$ cat config.mk
export PLATFORM = sky130hd
export DESIGN_NAME = rr_arb_mux
export DESIGN_NICKNAME = d
export VERILOG_FILES = /design/src/rtl/rr_arb_mux.sv
export SDC_FILE = /design/constraint.sdc
export NUM_CORES = 1
export LEC_CHECK = 0
export BUFFER_PORTS_ARGS = -buffer_cell sky130_fd_sc_hd__buf_2
export CELL_PAD_IN_SITES_DETAIL_PLACEMENT = 1
export CELL_PAD_IN_SITES_GLOBAL_PLACEMENT = 1
export CORE_MARGIN = 2
export CORE_UTILIZATION = 33
export DETAILED_ROUTE_END_ITERATION = 16
export PLACE_DENSITY = 0.9
export SYNTH_ARGS = -nofsm -noshare
export SYNTH_HDL_FRONTEND = slang
export SYNTH_SLANG_ARGS = --single-unit
$ cat constraint.sdc
create_clock -name clk -period 3.6 [get_ports clk]
set_clock_uncertainty 0.05 [all_clocks]
set_input_delay 0.72 -clock clk [delete_from_list [all_inputs] [get_ports clk]]
set_output_delay 0.72 -clock clk [all_outputs]
set_load 0.005 [all_outputs]
$ cat src/rtl/rr_arb_mux.sv
// N-channel arbitrating multiplexer: round-robin or fixed-priority arbiter
// feeding a single registered output stage with valid/ready handshake.
module rr_arb_mux #(
  parameter int NUM_CH     = 4,
  parameter int DATA_WIDTH = 32,
  parameter bit RR_MODE    = 1'b1,
  parameter int SEL_W      = (NUM_CH > 1) ? $clog2(NUM_CH) : 1
) (
  input  logic                         clk,
  input  logic                         rst,
  input  logic [NUM_CH-1:0]            req_in,
  input  logic [NUM_CH*DATA_WIDTH-1:0] data_in,
  output logic [NUM_CH-1:0]            gnt_out,
  input  logic                         ready_in,
  output logic                         valid_out,
  output logic [DATA_WIDTH-1:0]        data_out,
  output logic [SEL_W-1:0]             sel_out
);

  localparam int CW = SEL_W + 1;

  logic [DATA_WIDTH-1:0] ch_data [NUM_CH];
  logic [SEL_W-1:0]      rr_ptr;
  logic [SEL_W-1:0]      base;
  logic [SEL_W-1:0]      winner;
  logic [SEL_W-1:0]      ptr_next;
  logic [CW-1:0]         cand;
  logic [DATA_WIDTH-1:0] win_data;
  logic                  found;
  logic                  load;

  for (genvar g = 0; g < NUM_CH; g++) begin : g_unpack
    assign ch_data[g] = data_in[g*DATA_WIDTH +: DATA_WIDTH];
  end

  assign load = !valid_out || ready_in;
  assign base = RR_MODE ? rr_ptr : '0;

  // Search starting at base; the one-bit-wider candidate lets the wrap work
  // for channel counts that are not a power of two.
  always_comb begin
    found    = 1'b0;
    winner   = '0;
    cand     = '0;
    win_data = '0;
    for (int k = 0; k < NUM_CH; k++) begin
      cand = {1'b0, base} + CW'(k);
      if (cand >= CW'(NUM_CH)) begin
        cand = cand - CW'(NUM_CH);
      end
      if (!found && req_in[cand[SEL_W-1:0]]) begin
        found  = 1'b1;
        winner = cand[SEL_W-1:0];
      end
    end
    win_data = ch_data[winner];
  end

  always_comb begin
    gnt_out = '0;
    if (!rst && load && found) begin
      gnt_out[winner] = 1'b1;
    end
  end

  assign ptr_next = (winner == SEL_W'(NUM_CH - 1)) ? '0 : winner + SEL_W'(1);

  always_ff @(posedge clk or posedge rst) begin
    if (rst) begin
      valid_out <= 1'b0;
      data_out  <= '0;
      sel_out   <= '0;
      rr_ptr    <= '0;
    end else if (load) begin
      if (found) begin
        valid_out <= 1'b1;
        data_out  <= win_data;
        sel_out   <= winner;
        if (RR_MODE) begin
          rr_ptr <= ptr_next;
        end
      end else begin
        valid_out <= 1'b0;
      end
    end
  end

endmodule
==> summary.md <==
| Metric | Value |
|---|---|
| Status | completed |
| Clock root buffer | clkbuf_8 |
| Period minus WS final | about 3.1 ns |
| Core ar. | ~8000 um^2 |
| Worst path required time | about 2.8 ns |
| Post-synthesis sequential area ratio | about 33% |
| Vias in the first global route | 2916 |
| Yosys warnings | 0 |
| Slowest stage cell, crit path | or4b_4 |
| Final setup fails | 0 |
| Die area | between 9000 and 10000 um^2 |
| Clock Sinks | 37 |
| Worst Setup EP | gnt_out[3] |
| H-tree depth | 2 |
| Die H | between 90 and 100 um |
| Distinct cells, synth | 33 |
| Hpwl dp | a little over 7 mm |
| RR Endpoint | data_out[11]$_DFFE_PP0P_ |
| Vias | 2825 |
| Setup CP Type | in -> out |
| Hold_buf cts | 0 |
| GPL Wtd Cong | 0.704 |
| Number of max-cap violations | 0 |
| Worst Setup SP | req_in[0] |
| Ant. Diodes | 0 |
| Top Ports | 174 |
| Source of the worst register-to-register timing path | base[0]$_DFFE_PP0P_ |
| Post-synth EDFFs | 0 |
| Clock share of power | about an eighth |
| Crit-path leading delay family | simple AND/OR/NAND/NOR gates |
| Worst path buffer plus inverter count | 3 |
| Crit path depth | 8 |
| Comb pwr share | 56.8% |
| Critical Path Start Type | input pin |
| Share of cells above drive strength 1 | 53.7% |
| Area Growth Syn to Fin | 35.7% |
| Routed Antenna Nets | 0 |
| Critical Path End Type | output pin |
| Die span in x | approximately 96 um |
| Routed length per instance | roughly 18 um |
| Routed WL | 9.39 mm |
| RSZ-0062 raised after global routing | no |
| Port bufs | between 150 and 200 |
| Worst VDD drop | ~0.21 mV |
| CTS Buf Count | 5 |
| Syn_nets | 404 |
| Vias/cell | ~5.3 |
| Clock latency at the later pin of the worst-skew pair | approximately 0.28 ns |
| DRC | 0 |
| Crit-path max cell delay | ~0.52 ns |
| Critical path peak fanout | 32 |
| CP Cell Sequence | buf_2 -> nor2b_1 -> or4b_4 -> and2_4 -> clkinv_8 -> ha_1 -> and3_1 -> buf_2 |
| Yosys reg bits | 37 |
| CTS tree | built |
| Postcts setup bufs | 0 |
| FF-to-FF setup slack | 1.26 ns |
| Slew HR | 51.5% |
| Nets | between 500 and 600 |
| Crit path DAT | 2.35 ns |
| Switching power | about 1.0 mW |
| Power consumption | about 2.4 mW |
| Initial antenna violation count | 0 |
| Most frequent cells in the layout | 173 x buf_2, 37 x dfrtp_1, 34 x mux2i_1 |
| Final Hold Viols | 0 |
| Worst slew pin tran | between 0.7 and 0.8 ns |
| Pint | 1.34 mW |
| Most frequent cell on the critical path | buf_2 |
| GRT Resource Usage Total | 20.2% |
| CTS resizes | 0 |
| # rows | 33 |
| Top FF cell, synth | dfrtp_1 |
| Fillers | 1009 |
| CTS clock-pin slew for the worst setup and hold paths | approximately 0.08 ns |
| Sw frac | between 40% and 50% |
| Setup_tns | 0 ns |
| Pin count of the biggest net entering global routing | 39 |
| Seq pwr share | 31.2% |
| PwrDens | approximately 630 nW/um^2 |
| Commonest non-fill, non-tap cell in the layout | buf_2 |
| Pleak | between 1.5 and 2 nW |
| Max clock buf depth | 2 |
| Initial DRC Count | a little over 60 |
| Synth Instances | 267 |
| Worst Hold Class | in -> async |
| First-pass GRT wire length | around 14 mm |
| Ys async rst share | 100% |
| Mean Syn Cell Area | 10.4 um^2 |
| Starting density of the core | between 30% and 40% |
| Total gr overflow | 0 |
| Worst reg2reg path depth | 6 |
| Fmax | 320 MHz |
| Final period util | 86.7% |
| First-pass iteration count of the detailed router | 4 |
| Max Transition Viols Final | 0 |
| Mapped cell area | roughly 2800 um^2 |
==> cells by family after synthesis <==
| family | Yosys count | synth area share (%) |
|---|---|---|
| AOI/OAI and AO/OA | 73 | 29.3 |
| adders and majority gates | 2 | 0.903 |
| buffers and inverters | 36 | 8.13 |
| DFF | 37 | 33.4 |
| muxes | 35 | 12.7 |
| and+or+nand+nor | 84 | 15.5 |
==> state kept, by name, indices dropped and copies added (netlist names) <==
| register | cells |
|---|---|
| valid_out | 1 |
| sel_out | 2 |
| data_out | 32 |
| base | 2 |
==> worst register-to-register path: cells and delay by family, from the launching register on <==
| family | cells | cell delay (ns) |
|---|---|---|
| buf+inv | 1 | 0.25 |
| compound gates | 2 | 0.62 |
| simple gates | 3 | 0.82 |
| flops | 1 | 0.46 |
==> how the worst min path moves through the flow <==
| stage | start | to | cells past startpoint |
|---|---|---|---|
| after global placement | sel_out[1]$_DFFE_PP0P_ | sel_out[1]$_DFFE_PP0P_ | 2 |
| after floorplan | sel_out[1]$_DFFE_PP0P_ | sel_out[1]$_DFFE_PP0P_ | 2 |
| after global routing | rst | data_out[11]$_DFFE_PP0P_ | 3 |
| final | rst | data_out[11]$_DFFE_PP0P_ | 3 |
| after CTS | rst | data_out[11]$_DFFE_PP0P_ | 3 |
| after detailed placement | sel_out[1]$_DFFE_PP0P_ | sel_out[1]$_DFFE_PP0P_ | 2 |
==> layout make-up <==
cell class              instances  area (um^2)  area share [%]
clock inverters                 2         10.0           0.266
well taps                     105          131            3.49
multi-input cells             194         1640            43.6
inverters                       5         31.3           0.832
repair buffers                184          948            25.2
clock buffers                   6         72.6            1.93
flip-flops and latches         37          926            24.6
==> power groups by stage <==
stage | registers (mW) | logic [mW] | clock network, mW
2_1_floorplan | 0.741 | 0.940 | 0
3_3_place_gp | 0.727 | 1.29 | 0
3_5_place_dp | 0.741 | 1.36 | 0
4_1_cts | 0.736 | 1.36 | 0.296
5_1_grt | 0.760 | 1.47 | 0.313
6_report | 0.736 | 1.34 | 0.281
==> through the flow <==
step / std cells / worst slack, ns / cell area [um^2] / hold slack (ns) / utilization, %
final: 533 / 0.480 / 3760 / 0.429 / 46.0
after global routing: 533 / 0.398 / 3760 / 0.434 / 46.0
after CTS: 533 / 0.458 / 3760 / 0.427 / 46.0
after detailed placement: 525 / 0.473 / 3680 / 0.426 / 45.0
after global placement: 525 / 0.515 / 3680 / 0.414 / 45.0
after floorplan: 267 / 0.677 / 2770 / 0.421 / -
==> routing by layer <==
metal  part of all wire, %  up-vias  wire length (um)  global-route usage [%]
li1                      -     1369                 -                       -
met1                    41     1343              3870                    24.2
met2                    52      101              4910                    37.0
met3                   5.1       12               483                    3.40
met4                   1.4        0               129                    5.12
met5                     0        -                 0                       0
==> cells in the mapped netlist, drive strengths merged (4+ instances only) <==
master	n	area share, %
a2111oi	30	16
a21oi	4	0.72
a311oi	30	9.9
clkbuf	18	2.5
and3	32	7.2
nor2	31	4.3
inv	4	0.54
buf	13	4.5
dfrtp	37	33
nand2	12	1.6
mux2i	34	12
(Power assumes the default switching activity.)
